<file path="config.mk">
export PLATFORM = sky130hd
export DESIGN_NAME = debouncer_bank
export DESIGN_NICKNAME = d
export VERILOG_FILES = /design/src/rtl/debouncer_bank.sv
export SDC_FILE = /design/constraint.sdc
export NUM_CORES = 1
export LEC_CHECK = 0
export BUFFER_PORTS_ARGS = -buffer_cell sky130_fd_sc_hd__buf_2
export CORE_UTILIZATION = 60
export CTS_CLUSTER_SIZE = 28
export DETAILED_ROUTE_END_ITERATION = 8
export GPL_TIMING_DRIVEN = 1
export MAX_ROUTING_LAYER = met4
export PLACE_DENSITY = 0.77
export SLEW_MARGIN = 20
export SYNTH_ARGS = -nofsm -noshare
export SYNTH_HDL_FRONTEND = slang
export SYNTH_SLANG_ARGS = --single-unit
export TNS_END_PERCENT = 1
</file>
<file path="constraint.sdc">
create_clock -name clk -period 2.8 [get_ports clk]
set_input_delay 0.56 -clock clk [delete_from_list [all_inputs] [get_ports clk]]
set_output_delay 0.56 -clock clk [all_outputs]
set_load 0.01 [all_outputs]
</file>
<file path="src/rtl/debouncer_bank.sv">
// -----------------------------------------------------------------------------
// debouncer_bank
//   Bank of independent push-button debouncers. Each channel synchronises its
//   raw input through two flops. The channel then commits a new debounced level
//   only after the synchronised input has disagreed with the current level for
//   COUNT_VALUE consecutive cycles. A commit to 1 or to 0 produces a one-cycle
//   press or release pulse. Once the debounced level has been 1 for HOLD_VALUE
//   cycles, a single one-cycle hold pulse is produced.
//
// Parameters
//   CHANNELS      : number of independent channels (>= 1)
//   CLK_FREQUENCY : clock frequency in Hz
//   DEBOUNCE_HZ   : COUNT_VALUE = CLK_FREQUENCY / DEBOUNCE_HZ (>= 2)
//   HOLD_HZ       : HOLD_VALUE  = CLK_FREQUENCY / HOLD_HZ     (>= 2)
//
// Ports
//   clk           : single clock, rising edge
//   reset         : synchronous, active-high
//   button        : raw asynchronous inputs, one bit per channel
//   stable        : registered debounced level per channel
//   press         : one-cycle pulse on each debounced 0->1 commit
//   release_pulse : one-cycle pulse on each debounced 1->0 commit
//                   (this is the "release" output; `release` is a reserved word)
//   hold          : one-cycle pulse once the level has been 1 for HOLD_VALUE cycles
// -----------------------------------------------------------------------------
module debouncer_bank #(
  parameter int CHANNELS      = 4,
  parameter int CLK_FREQUENCY = 40_000_000,
  parameter int DEBOUNCE_HZ   = 2,
  parameter int HOLD_HZ       = 1
) (
  input  logic                clk,
  input  logic                reset,
  input  logic [CHANNELS-1:0] button,
  output logic [CHANNELS-1:0] stable,
  output logic [CHANNELS-1:0] press,
  output logic [CHANNELS-1:0] release_pulse,
  output logic [CHANNELS-1:0] hold
);

  localparam int COUNT_VALUE = CLK_FREQUENCY / DEBOUNCE_HZ;
  localparam int HOLD_VALUE  = CLK_FREQUENCY / HOLD_HZ;
  localparam int CW          = $clog2(COUNT_VALUE);
  localparam int HW          = $clog2(HOLD_VALUE);

  localparam logic [CW-1:0] CNT_MAX  = CW'(COUNT_VALUE - 1);
  localparam logic [CW-1:0] CNT_ONE  = CW'(1);
  localparam logic [CW-1:0] CNT_ZERO = {CW{1'b0}};
  localparam logic [HW-1:0] HOLD_MAX  = HW'(HOLD_VALUE - 1);
  localparam logic [HW-1:0] HOLD_ONE  = HW'(1);
  localparam logic [HW-1:0] HOLD_ZERO = {HW{1'b0}};

  logic [CHANNELS-1:0]         sync1_q,     sync1_d;
  logic [CHANNELS-1:0]         sync2_q,     sync2_d;
  logic [CHANNELS-1:0]         stable_q,    stable_d;
  logic [CHANNELS-1:0]         press_q,     press_d;
  logic [CHANNELS-1:0]         release_q,   release_d;
  logic [CHANNELS-1:0]         hold_q,      hold_d;
  // Set once the hold pulse has fired for the current press; blocks auto-repeat.
  logic [CHANNELS-1:0]         hold_done_q, hold_done_d;
  logic [CHANNELS-1:0][CW-1:0] cnt_q,       cnt_d;
  logic [CHANNELS-1:0][HW-1:0] hold_cnt_q,  hold_cnt_d;
  logic [CHANNELS-1:0]         commit_s;

  // Next-state logic for the synchronisers, debounce counters and hold tracking.
  always_comb begin
    sync1_d     = button;
    sync2_d     = sync1_q;
    stable_d    = stable_q;
    press_d     = {CHANNELS{1'b0}};
    release_d   = {CHANNELS{1'b0}};
    hold_d      = {CHANNELS{1'b0}};
    hold_done_d = hold_done_q;
    cnt_d       = cnt_q;
    hold_cnt_d  = hold_cnt_q;
    commit_s    = {CHANNELS{1'b0}};

    for (int ch = 0; ch < CHANNELS; ch++) begin
      // Debounce: any agreement with the current level throws the count away.
      if (sync2_q[ch] == stable_q[ch]) begin
        cnt_d[ch] = CNT_ZERO;
      end else if (cnt_q[ch] == CNT_MAX) begin
        commit_s[ch]  = 1'b1;
        stable_d[ch]  = sync2_q[ch];
        cnt_d[ch]     = CNT_ZERO;
        press_d[ch]   = sync2_q[ch];
        release_d[ch] = ~sync2_q[ch];
      end else begin
        cnt_d[ch] = cnt_q[ch] + CNT_ONE;
      end

      // The hold pulse fires on the cycle after the counter saturates, exactly once.
      hold_d[ch] = stable_q[ch] & (hold_cnt_q[ch] == HOLD_MAX) & ~hold_done_q[ch];

      // A commit in either direction restarts hold tracking. Any commit while the
      // level is 1 is a release; a commit while it is 0 (a press) starts from zero.
      if (!stable_q[ch] || commit_s[ch]) begin
        hold_cnt_d[ch]  = HOLD_ZERO;
        hold_done_d[ch] = 1'b0;
      end else begin
        if (hold_cnt_q[ch] != HOLD_MAX) begin
          hold_cnt_d[ch] = hold_cnt_q[ch] + HOLD_ONE;
        end else begin
          hold_cnt_d[ch] = hold_cnt_q[ch];
        end
        hold_done_d[ch] = hold_done_q[ch] | hold_d[ch];
      end
    end
  end

  // State registers with synchronous active-high reset.
  always_ff @(posedge clk) begin
    if (reset) begin
      sync1_q     <= {CHANNELS{1'b0}};
      sync2_q     <= {CHANNELS{1'b0}};
      stable_q    <= {CHANNELS{1'b0}};
      press_q     <= {CHANNELS{1'b0}};
      release_q   <= {CHANNELS{1'b0}};
      hold_q      <= {CHANNELS{1'b0}};
      hold_done_q <= {CHANNELS{1'b0}};
      cnt_q       <= {(CHANNELS*CW){1'b0}};
      hold_cnt_q  <= {(CHANNELS*HW){1'b0}};
    end else begin
      sync1_q     <= sync1_d;
      sync2_q     <= sync2_d;
      stable_q    <= stable_d;
      press_q     <= press_d;
      release_q   <= release_d;
      hold_q      <= hold_d;
      hold_done_q <= hold_done_d;
      cnt_q       <= cnt_d;
      hold_cnt_q  <= hold_cnt_d;
    end
  end

  assign stable        = stable_q;
  assign press         = press_q;
  assign release_pulse = release_q;
  assign hold          = hold_q;

endmodule

</file>
## After elaboration in Yosys (flattened, before gate mapping)

Index checks and enable logic that the tools add are counted.

| cells by class | value |
|---|---|
| reduce and logical (&&, ||, !) cells | 24 |
| $add $sub $neg | 8 |
| eq/ne operators | 16 |
| multipliers | 0 |
| shift operators | 0 |
| mux-type cells | 8 |
| order comparisons | 0 |
| bitwise logic cells | 28 |
| divide/modulo/power cells | 0 |

Operators with widths:

| operator | count |
|---|---|
| 26-bit by 1-bit adder with 26-bit output (second input constant) | 4 |
| 26-bit == test (second input constant) | 4 |
| 26-bit != test (second input constant) | 4 |
| 25-bit by 1-bit adder with 25-bit output (second input constant) | 4 |
| 25-bit == test (second input constant) | 4 |
| 3-bit OR reduction | 8 |
| 1-bit NOT | 16 |
| 1-bit AND | 8 |
| 1-bit two-way mux | 8 |
| 2-bit AND reduction | 4 |
| 2-bit OR reduction | 4 |
| 1-bit == test | 4 |
| 1-bit logical NOT | 4 |
| 1-bit logical OR | 4 |
| 1-bit bitwise OR | 4 |

| word-level totals | value |
|---|---|
| bits in latches | 0 |
| ROM bits | 0 |
| memories kept | 0 |
| memory bits (writable) | 0 |
| output and inout bits | 16 |
| register bits after elaboration | 232 |

## Depth between registers and ports, before layout

Gate-level depths: netlist of run 1.

| depth | value |
|---|---|
| word-level depth | 5 |
| mapped depth | 8 |

## Worst setup path after synthesis of run 1

Ideal clock, no wire load.

| path | value |
|---|---|
| path type | register to register |
| start | register cnt_q[0] in the netlist's numbering |
| end | register hold_cnt_q[8] in the netlist's numbering |
| data arrival time | 1.907 ns |
| clock period less this slack | 2.022 ns |
| library setup time | 0.116 ns |
| stages on the path, launching flop included | 9 |
| path slack | 0.778 ns |
| path buffers | 2 |
| required time | 2.684 ns |
| path through | dfxtp_1 -> ha_1 -> nand4_1 -> or2_2 -> nor4_2 -> a21o_1 -> buf_2 -> buf_4 -> nor2_1 |

| on the way | value |
|---|---|
| cells in the longest elaborated chain, start to end | 5 |

RTL lines:

| element | RTL line | source |
|---|---|---|
| start: declaration | 61 | `logic [CHANNELS-1:0][CW-1:0] cnt_q, cnt_d;` |
| start signal: assignment | 121 | `cnt_q <= {(CHANNELS*CW){1'b0}};` |
| start signal: assignment | 131 | `cnt_q <= cnt_d;` |
| 25-bit == test | 82 | `end else if (cnt_q[ch] == CNT_MAX) begin` |
| 1-bit two-way mux | 82 |  |
| 1-bit two-way mux | 80 | `if (sync2_q[ch] == stable_q[ch]) begin` |
| 1-bit logical OR | 97 | `if (!stable_q[ch] \|\| commit_s[ch]) begin` |
| 2-bit OR reduction (no line) | n/a |  |
| end signal: assignment | 122 | `hold_cnt_q <= {(CHANNELS*HW){1'b0}};` |
| end signal: assignment | 132 | `hold_cnt_q <= hold_cnt_d;` |
| end: declaration | 62 | `logic [CHANNELS-1:0][HW-1:0] hold_cnt_q, hold_cnt_d;` |

Every way passes these cells.
A chain may end at the register's enable or synchronous reset.

## Final worst setup path of run 1

| path | value |
|---|---|
| start | register hold_cnt_q[78] in the netlist's numbering |
| end | register hold_cnt_q[79] in the netlist's numbering |

| on the way | value |
|---|---|
| cells in the longest elaborated chain, start to end | 1 |
| elaborated cells between the ends (all ways) | 2 |

RTL lines:

| element | RTL line |
|---|---|
| 26-bit by 1-bit adder with 26-bit output or 26-bit != test (tied branches) | 102, 101 |

Parallel ways exist; a longest one is shown, timed or not.

==> flow_summary_export.csv, run 1 <==
group,metric,value,unit
outcome,outcome,"complete, no violations",
critical_path,timing.critical_path.buf_inv,1,
die,initial_core_util,62.3,%
global_route,grt_antenna_before_repair,0,
die,num_io_pins,22,
die,die_area,17300,um^2
critical_path,start_kind,"register",
power_and_ir_drop,leakage,3.60,nW
min_path,hold_end,"sync1_q[2]",
drt,met2_length,8480,um
drt,first_pass_iters,5,
drt,highest_layer,"met4",
clock_network,cts_resized,0,
global_route,grt_first_pass_wirelength,32700,um
drt,wire_per_inst,13.0,um
critical_path,worstPathMaxFanout,13,
synthesis,synth_edf_count,0,
clock_network,cts_buffers,24,
min_path,hp-start,"button[2]",
drt,wl_met1,9110,um
die,core-area,16100,um^2
sta,fin_crit_sh,81.8,%
critical_path,cp_slowest_cell,"dfxtp_1",
clock_network,postCtsHoldBufs,0,
synthesis,netlist_area,10000,um^2
clock_network,clkSlewWorstSetupHoldPaths,0.06,ns
synthesis,ys_warn_count,0,
drt,detail-route-antenna-nets,0,
min_path,min_path_cells,2,
sta,setup_viol,0,
synthesis,syn_area_per_cell,8.76,um^2
global_route,grt_overflow,0,
clock_network,clock_path_buffers,3,
min_path,hp-class,"input pin to register",
clock_network,post_cts_buffers,0,
final_layout,final_core_util,70.1,%
drt,via_count,7899,
final_layout,layout.nets,1200,
critical_path,critPathKind,"register to register",
critical_path,rrSetupSlack,0.51,ns
critical_path,cp.required,3.19,ns
clock_network,cts_tree,"built",
critical_path,r2r_start,"hold_cnt_q[78]",
sta,finalWorstSetupSlack,0.509,ns
power_and_ir_drop,powerDensity,596,nW/um^2
synthesis,netlist_instances,1146,
final_layout,diodes,0,
critical_path,cp.depth,7,
final_layout,drive_above_1_share,8.31,%
die,fp.dieW,131,um
critical_path,cp_slowest_stage_delay,0.41,ns
drt,drc,0,
sta,fin_worst_skew,0.00782,ns
drt,vias_per_cell,5.56,
critical_path,worstPathArrival,2.68,ns
sta,whs,0.268,ns
power_and_ir_drop,vdd_drop_max,0.576,mV
synthesis,synthesis.nets,1160,
placed_design,place.gp.congestion,0.870,
sta,hold_violations,0,
die,fp.dieH,131,um
drt,initialDrtViolationCount,332,
critical_path,rr_endpoint,"hold_cnt_q[79]",
critical_path,reg2reg_depth,7,
global_route,grt_pass1_vias,7333,
global_route,grtUsageTotal,22.4,%
placed_design,dp_slack,0.578,ns
clock_network,cts-root-buf,"clkbuf_16",
sta,max_freq,436,MHz
run,cap_violations,0,
synthesis,synthArstFlopShare,0,%
critical_path,endpoint_kind,"register",
global_route,grt_max_degree,28,
critical_path,path_cells,"ha_1 > nand4_1 > or2_2 > nor3_2 > buf_4 > mux2i_1 > nor2_1",
synthesis,yosysSeqAreaShare,46.3,%
sta,tightest_slew,0.828,ns
sta,rsz0062_at_grt,"no",
power_and_ir_drop,power,6.74,mW
sta,relSlewSlack,44.3,%
drt,drt-total-wl,18500,um
synthesis,synthFlopType,"dfxtp_1",
synthesis,yosys.cell_types.count,51,
critical_path,cp_top_family,"simple AND/OR/NAND/NOR gates",
sta,fin_crit,2.29,ns
clock_network,clock_latency,0.51,ns
sta,maxSlewViolCount,0,
final_layout,syn2layout_area_growth,12.5,%
drt,wl_met3,602,um
die,rows,46,
clock_network,h-tree-depth,1,
clock_network,clock-sinks,232,
sta,tns,0,ns
placed_design,dp_hpwl,12000,um
synthesis,ys_seq_elements,232,
placed_design,port_buffers,21,
[cell usage after synthesis (7+ instances only)]
cell | count | area (um^2)
inv_1 | 22 | 82.6
nand2_1 | 65 | 244
dfxtp_1 | 232 | 4640
xor2_1 | 114 | 998
xnor2_1 | 59 | 517
nor2b_1 | 9 | 56.3
nor4_1 | 20 | 125
and3_1 | 23 | 144
clkbuf_1 | 12 | 45.0
o21ai_0 | 25 | 125
and4_1 | 16 | 140
o31ai_1 | 8 | 60.1
ha_1 | 8 | 100
a21oi_1 | 23 | 115
or4_1 | 10 | 75.1
nor3_1 | 26 | 130
nor3b_1 | 7 | 52.6
nand4_1 | 58 | 363
or3_1 | 15 | 93.8
buf_2 | 12 | 60.1
mux2i_1 | 7 | 70.1
nor2_1 | 238 | 893
nand3_1 | 83 | 415
nor4b_1 | 12 | 105
[registers in the layout, indices dropped and copies added (netlist names)]
register and cells:
sync1_q 4, stable 4, press 4, hold_done_q 4, cnt_q 100, hold_cnt_q 104, release_pulse 4, sync2_q 4
hold 4
[how the worst max path moves through the flow]
stage | startpoint | end | slack, ns
global route | hold_cnt_q[78] | hold_cnt_q[79] | 0.32
floorplan | cnt_q[0] | hold_cnt_q[8] | 0.78
global placement | cnt_q[0] | hold_cnt_q[12] | 0.65
detailed placement | cnt_q[0] | hold_cnt_q[17] | 0.58
CTS | hold_cnt_q[78] | hold_cnt_q[79] | 0.50
finish | hold_cnt_q[78] | hold_cnt_q[79] | 0.51
[layer usage]
metal  track usage (%)  vias up
met3              3.01       28
met1              29.7     3686
met2              36.1      139
met5                 -        -
met4              5.88        0
li1                  -     4046
[logic make-up after synthesis]
group           synth area share [%]
mux                            0.698
simple gates                    31.2
buf+inv                         2.28
xor+xnor                        15.1
flops                           46.3
fa+ha+maj                      0.997
compound gates                  3.50
[placed cells by master, fill, tap and decap left out, types with 23 or more instances in the layout]
cell type,n
o21ai_0,25
xnor2_1,59
nor2_1,238
clkbuf_16,25
and3_1,23
a21oi_1,23
xor2_1,114
dfxtp_1,232
nand3_1,83
nor3_1,26
nand4_1,58
nand2_1,65
[area by class of cell]
cell class / count / area [um^2]
Clock buffer: 38 / 734
Clock inverter: 6 / 130
Fill cell: 1247 / 4820
Inverter: 22 / 82.6
Multi-Input combinational cell: 863 / 5160
Sequential cell: 232 / 4640
Tap cell: 216 / 270
Timing Repair Buffer: 43 / 270
[worst reg2reg max path, stage by stage, from the launching register on]
cell and delay [ns]:
dfxtp_1 0.41, ha_1 0.28, nand4_1 0.20, or2_2 0.37, nor3_2 0.36, buf_4 0.26
mux2i_1 0.22, nor2_1 0.06
[through the flow]
step / cells / area, um^2
floorplan: 1146 / 10000
global placement: 1376 / 10400
detailed placement: 1376 / 10400
CTS: 1420 / 11300
global route: 1420 / 11300
finish: 1420 / 11300
[power by group]
part           switching [mW]  total, mW  internal (mW)
Combinational          0.0224     0.0344         0.0120
Sequential            0.00521       3.31           3.31
Clock                    1.23       3.39           2.16
No activity file was read; power rests on OpenSTA's default activity.
==> run 2: changes to the inputs <==
--- a/config.mk
+++ b/config.mk
@@ -5,13 +5,14 @@
 export SDC_FILE = /design/constraint.sdc
 export NUM_CORES = 1
 export LEC_CHECK = 0
+export ABC_AREA = 1
 export BUFFER_PORTS_ARGS = -buffer_cell sky130_fd_sc_hd__buf_2
-export CORE_UTILIZATION = 60
+export CORE_UTILIZATION = 57
 export CTS_CLUSTER_SIZE = 28
 export DETAILED_ROUTE_END_ITERATION = 8
 export GPL_TIMING_DRIVEN = 1
 export MAX_ROUTING_LAYER = met4
-export PLACE_DENSITY = 0.77
+export PLACE_DENSITY = 0.76
 export SLEW_MARGIN = 20
 export SYNTH_ARGS = -nofsm -noshare
 export SYNTH_HDL_FRONTEND = slang
==> constraint.sdc (replaced) <==
create_clock -name clk -period 1.9 [get_ports clk]
set_input_delay 0.38 -clock clk [delete_from_list [all_inputs] [get_ports clk]]
set_output_delay 0.38 -clock clk [all_outputs]
set_load 0.01 [all_outputs]
==> run 2 against run 1 <==
Against the previous run: first-iteration DRC count is 120% higher; die area up 29%; highest routed layer unchanged; critical path type unchanged; fmax rose by 34%; critical endpoint is now stable[2]; setup slack worse by 0.32 ns; final area grew 20%; routed wire length up 44%; sequential cell count is the same.
==> flow_summary_export.csv, run 2 <==
group,metric,value,unit
placed_design,place_area,12700,um^2
critical_path,path_cells,"ha_1 > nand3_2 > inv_1 > nand2_1 > inv_2 > nand4_2 > nand2_4 > nand2_1",
clock_network,cts_tree,"built",
clock_network,postCtsHoldBufs,0,
synthesis,syn_area_per_cell,6.41,um^2
sta,hold_violations,0,
sta,fin_worst_skew,0.00982,ns
sta,setup_viol,0,
clock_network,post_cts_buffers,0,
drt,vias_per_cell,4.99,
global_route,grt_overflow,0,
clock_network,cts_resized,0,
drt,wl_met1,12700,um
die,num_io_pins,22,
global_route,grtUsageTotal,25.8,%
global_route,grt_max_degree,29,
clock_network,cts-root-buf,"clkbuf_16",
placed_design,place.gp.congestion,0.940,
final_layout,final_cell_area,13600,um^2
min_path,min_path_cells,3,
die,initial_core_util,58.4,%
placed_design,port_buffers,21,
power_and_ir_drop,leakage,4.65,nW
critical_path,cp.required,2.30,ns
critical_path,cp_slowest_stage_delay,0.35,ns
final_layout,diodes,0,
clock_network,clock-sinks,232,
clock_network,clock_path_buffers,3,
critical_path,r2r_start,"cnt_q[50]",
min_path,hold_end,"sync1_q[3]",
die,die_area,22200,um^2
die,fp.dieH,149,um
drt,met2_length,12300,um
power_and_ir_drop,powerDensity,735,nW/um^2
final_layout,top_regs,"hold_cnt_q x104, cnt_q x100",
sta,maxSlewViolCount,0,
power_and_ir_drop,vdd_drop_max,0.671,mV
die,core-area,21100,um^2
synthesis,synth_common_cells,"nand2_1, nor2_1, dfxtp_1, inv_1, nand3_1",
synthesis,yosysSeqAreaShare,37.7,%
final_layout,syn2layout_area_growth,10.5,%
sta,fin_crit_sh,90.0,%
critical_path,cp_common_cell,"nand2_1",
synthesis,ys_seq_elements,232,
clock_network,cts_buffers,26,
critical_path,rrSetupSlack,0.19,ns
global_route,grt_antenna_before_repair,0,
critical_path,timing.critical_path.buf_inv,2,
sta,tightest_slew,0.607,ns
final_layout,layout.nets,1973,
sta,relSlewSlack,59.4,%
synthesis,synthTopCellsByArea,"dfxtp_1, nand2_1, nor2_1, inv_1, nand3_1",
critical_path,worstPathMaxFanout,28,
synthesis,synth_top_area_cell,"dfxtp_1",
final_layout,drive_above_1_share,6.28,%
sta,max_freq,585,MHz
sta,rsz0062_at_grt,"no",
critical_path,reg2reg_depth,8,
drt,drc,0,
final_layout,nFillCells,2011,
critical_path,start_kind,"register",
synthesis,yosys.cell_types.count,28,
drt,wl_met3,1270,um
synthesis,synthArstFlopShare,0,%
final_layout,layout_commonest_cell,"nand2_1",
sta,tns,0,ns
global_route,grt_first_pass_wirelength,46900,um
clock_network,clock_latency,0.52,ns
synthesis,netlist_area,12300,um^2
critical_path,rr_endpoint,"stable[2]",
global_route,grt_pass1_vias,10549,
placed_design,dp_hpwl,19800,um
power_and_ir_drop,power,10.0,mW
critical_path,worstPathArrival,2.11,ns
die,fp.dieW,149,um
min_path,hp-class,"input pin to register",
synthesis,synth.top_cell.area_share,37.7,%
drt,detail-route-antenna-nets,0,
sta,fin_crit,1.71,ns
min_path,hp-start,"button[3]",
final_layout,final_cell_mix,"nand2_1, nor2_1, dfxtp_1, inv_1, nand3_1",
critical_path,critPathKind,"register to register",
die,rows,53,
final_layout,largest_register_ff_count,104,
critical_path,endpoint_kind,"register",
drt,wire_per_inst,11.9,um
critical_path,cp_slowest_cell,"dfxtp_1",
drt,drt-total-wl,26700,um
drt,first_pass_iters,5,
run,cap_violations,0,
synthesis,synth_edf_count,0,
clock_network,clkSlewWorstSetupHoldPaths,0.06,ns
synthesis,synthesis.nets,1933,
drt,highest_layer,"met4",
synthesis,synth.most_common_cell,"nand2_1",
critical_path,cp_top_family,"simple AND/OR/NAND/NOR gates",
drt,via_count,11235,
clock_network,h-tree-depth,1,
synthesis,synthFlopType,"dfxtp_1",
synthesis,netlist_instances,1919,
final_layout,regMostFlops,"hold_cnt_q",
synthesis,ys_warn_count,0,
drt,initialDrtViolationCount,715,
outcome,outcome,"complete, no violations",
## run 2: changes by cell type after synthesis, sizes merged, moves of 29 or more
cell and delta:
a21oi +30, inv +212, nand2 +479, nand3 +34, nand4 -29, nor2 +262
xor2 -55
## run 2: worst register-to-register path, delay by kind of cell (launching register included)
| family | cells | cell delay, ns |
|---|---|---|
| buffers and inverters | 2 | 0.26 |
| DFF | 1 | 0.35 |
| and+or+nand+nor | 5 | 0.76 |
| adders and majority gates | 1 | 0.21 |
## run 2: cells by family (layout without fill, tap and decap cells)
logic type	after synthesis	after routing	synth area share, %
AO/OA/AOI/OAI	70	70	2.88
XOR/XNOR	103	103	7.33
flip-flops	232	232	37.7
adder cells (fa/ha/maj)	8	8	0.813
AND/OR/NAND/NOR	1254	1254	42.8
buffers and inverters	252	309	8.48
## run 2: worst max-delay path by stage
stage | from | to | slack (ns) | cells past startpoint
2_1_floorplan | cnt_q[0] | cnt_q[14] | 0.37 | 9
3_3_place_gp | cnt_q[0] | hold_cnt_q[22] | 0.23 | 8
3_5_place_dp | cnt_q[0] | hold_cnt_q[8] | 0.16 | 8
4_1_cts | cnt_q[0] | hold_cnt_q[8] | 0.13 | 8
5_1_grt | cnt_q[50] | stable[2] | 0.01 | 8
6_report | cnt_q[50] | stable[2] | 0.19 | 8
## run 2: cell type report
| class | instances | area [um^2] | area share [%] |
|---|---|---|---|
| flip-flops and latches | 232 | 4640 | 34.2 |
| inverters | 234 | 878 | 6.46 |
| multi-input cells | 1435 | 6640 | 48.8 |
| clock inverters | 10 | 111 | 0.819 |
| clock buffers | 35 | 756 | 5.56 |
| well taps | 275 | 344 | 2.53 |
| repair buffers | 30 | 223 | 1.64 |
## run 2: where the power goes
group	leakage (nW)	total (mW)	internal (mW)	switching [mW]
Clock	0.421	5.05	3.05	2.00
Sequential	1.87	4.88	4.87	0.00590
Combinational	2.35	0.0634	0.0208	0.0425
Total	4.65	10.0	7.94	2.05
## run 2: through the flow
stage | util, % | worst slack (ns) | instances | hold WS, ns
3_5_place_dp | 60.3 | 0.164 | 2206 | 0.395
6_report | 64.5 | 0.190 | 2251 | 0.0639
5_1_grt | 64.5 | 0.0111 | 2251 | 0.0647
2_1_floorplan | - | 0.368 | 1919 | 0.388
3_3_place_gp | 60.3 | 0.234 | 2206 | 0.393
4_1_cts | 64.4 | 0.125 | 2251 | 0.0561
## run 2: routing by layer
metal  track usage, %  vias up
met5                -        -
met4             6.02        0
met3             2.87       38
met2             43.3      201
met1             33.3     5016
li1                 -     5980
==> run 3: changes to the inputs <==
==> constraint.sdc (replaced) <==
create_clock -name clk -period 1.9 [get_ports clk]
set_input_delay 0.19 -clock clk [delete_from_list [all_inputs] [get_ports clk]]
set_output_delay 0.19 -clock clk [all_outputs]
set_load 0.01 [all_outputs]
==> run 3 against run 2 <==
Against the previous run: fmax is 1.6% lower; core utilization is 0.30 points higher; clock skew up 0.0082 ns; via count fell by 0.38%; clock power up 3%.
==> flow_summary_export.csv, run 3 (synthesis gave the netlist of run 2 again) <==
group,metric,value,unit
final_layout,multi_input_area,6630,um^2
final_layout,finalNonFillerCells,2258,
power_and_ir_drop,powerDensity,743,nW/um^2
placed_design,dp_hpwl,19600,um
final_layout,diodes,0,
power_and_ir_drop,vdd_drop_max,0.746,mV
final_layout,layout_commonest_cell,"nand2_1",
die,initial_core_util,58.4,%
global_route,grt_most_used_layer,"met2",
drt,wire_per_inst,11.7,um
clock_network,cts_buffers,26,
sta,rsz0062_at_grt,"no",
global_route,grt_pass1_vias,10259,
global_route,grt_max_degree,29,
sta,fin_crit,1.74,ns
outcome,outcome,"complete, no violations",
global_route,grt_first_pass_wirelength,45600,um
global_route,met3_usage,3.06,%
power_and_ir_drop,pwr-share-clk,51.3,%
drt,via_count,11192,
power_and_ir_drop,power_frac_comb,0.7,%
clock_network,cts_tree,"built",
final_layout,layout.nets,1978,
critical_path,timing.critical_path.buf_inv,0,
clock_network,h-tree-depth,1,
placed_design,place.gp.congestion,0.944,
final_layout,final_cell_mix,"nand2_1, nor2_1, dfxtp_1, inv_1, nand3_1",
global_route,grt_overflow,0,
sta,setup_viol,0,
final_layout,final_core_util,64.8,%
critical_path,worstPathArrival,2.13,ns
critical_path,start_kind,"register",
placed_design,placed_cells,2207,
critical_path,critPathKind,"register to register",
clock_network,clock_latency,0.53,ns
die,core-area,21100,um^2
sta,maxSlewViolCount,0,
power_and_ir_drop,p_switching,2.01,mW
critical_path,cp_top_family,"simple AND/OR/NAND/NOR gates",
die,fp.dieW,149,um
sta,tightest_slew,0.465,ns
placed_design,port_buffers,21,
critical_path,worstPathMaxFanout,24,
sta,max_freq,576,MHz
final_layout,top_regs,"hold_cnt_q x104, cnt_q x100",
power_and_ir_drop,leakage,4.68,nW
clock_network,clock_path_buffers,3,
drt,initialDrtViolationCount,571,
power_and_ir_drop,power_frac_seq,48.1,%
clock_network,clkSlewWorstSetupHoldPaths,0.06,ns
sta,fin_crit_sh,91.4,%
critical_path,endpoint_kind,"register",
clock_network,cts-root-buf,"clkbuf_16",
sta,relSlewSlack,68.9,%
final_layout,nFillCells,1978,
die,fp.dieH,149,um
final_layout,regMostFlops,"hold_cnt_q",
global_route,grtUsageTotal,25.1,%
die,num_io_pins,22,
power_and_ir_drop,switching_share,19.8,%
clock_network,clock-sinks,232,
global_route,gr-usage-met2,41.9,%
global_route,grt_antenna_before_repair,0,
critical_path,cp_slowest_stage_delay,0.36,ns
critical_path,cp.required,2.29,ns
die,rows,53,
die,die_area,22200,um^2
critical_path,cp_slowest_cell,"dfxtp_1",
critical_path,path_cells,"ha_1 > nand2_2 > nor2_4 > nand2_4 > nor2_4 > nand3_4 > nand2_4 > nor2_1",
drt,detail-route-antenna-nets,0,
power_and_ir_drop,internal-power,8.14,mW
sta,tns,0,ns
min_path,hp-class,"input pin to register",
drt,vias_per_cell,4.96,
drt,first_pass_iters,5,
sta,fin_worst_skew,0.0180,ns
sta,hold_violations,0,
final_layout,largest_register_ff_count,104,
final_layout,syn2layout_area_growth,11.0,%
global_route,use_met1,32.7,%
sta,whs,0.0266,ns
final_layout,seq_area,4640,um^2
final_layout,drive_above_1_share,6.15,%
run,cap_violations,0,
drt,drc,0,
drt,drt-total-wl,26400,um
run 3: changes by cell type in the layout (fill, tap and decap cells not counted), sizes merged:
| cell | change |
|---|---|
| bufinv | +1 |
| clkbuf | +4 |
| clkinvlp | -1 |
| clkinv | -1 |
| dlygate4sd3 | +4 |
| inv | -1 |
| buf | +1 |
run 3: power by group through the flow:
stage                     Combinational [mW]  Clock, mW  Sequential (mW)
after floorplan                       0.0391          0             4.99
after global placement                0.0624          0             4.99
after detailed placement              0.0628          0             4.99
after CTS                             0.0691       5.32             4.88
after global routing                  0.0750       5.51             4.88
final                                 0.0680       5.20             4.88
run 3: stage by stage:
step                      power, mW  setup WS, ns  cell area (um^2)
after CTS                      10.3         0.148             13700
after detailed placement       5.05         0.177             12700
final                          10.2         0.163             13700
after floorplan                5.03         0.368             12300
after global placement         5.05         0.235             12700
after global routing           10.5       0.00793             13700
run 3: final cells by class:
type | instances | area share [%]
multi-input cells | 1435 | 48.5
flip-flops and latches | 232 | 34.0
inverters | 234 | 6.43
well taps | 275 | 2.52
clock inverters | 8 | 0.934
repair buffers | 35 | 1.89
clock buffers | 39 | 5.72
run 3: repair_timing:
item,4_1_cts,5_1_grt
setup endpoints to repair,0,2
buffers inserted,0,0
resized for setup,0,1
hold endpoints to repair,4,0
hold buffers,4,0
run 3: worst reg2reg max path: stages (launching register included):
cell and delay [ns]:
dfxtp_1 0.36, ha_1 0.25, nand2_2 0.10, nor2_4 0.18, nand2_4 0.11, nor2_4 0.15
nand3_4 0.12, nand2_4 0.25, nor2_1 0.10
run 3: per-layer routing:
metal	vias up	part of all wire, %
li1	6008	-
met1	4954	49
met2	191	45
met3	39	4.5
met4	0	1.6
met5	-	0
run 3: worst paths after layout:
check / start / end / slack (ns) / depth (start not counted)
hold / removal: reset / sync1_q[0] / 0.03 / 2
hold reg to reg: sync1_q[2] / sync2_q[2] / 0.40 / 2
setup reg to reg: cnt_q[0] / hold_cnt_q[13] / 0.16 / 8
setup / recovery: cnt_q[0] / hold_cnt_q[13] / 0.16 / 8
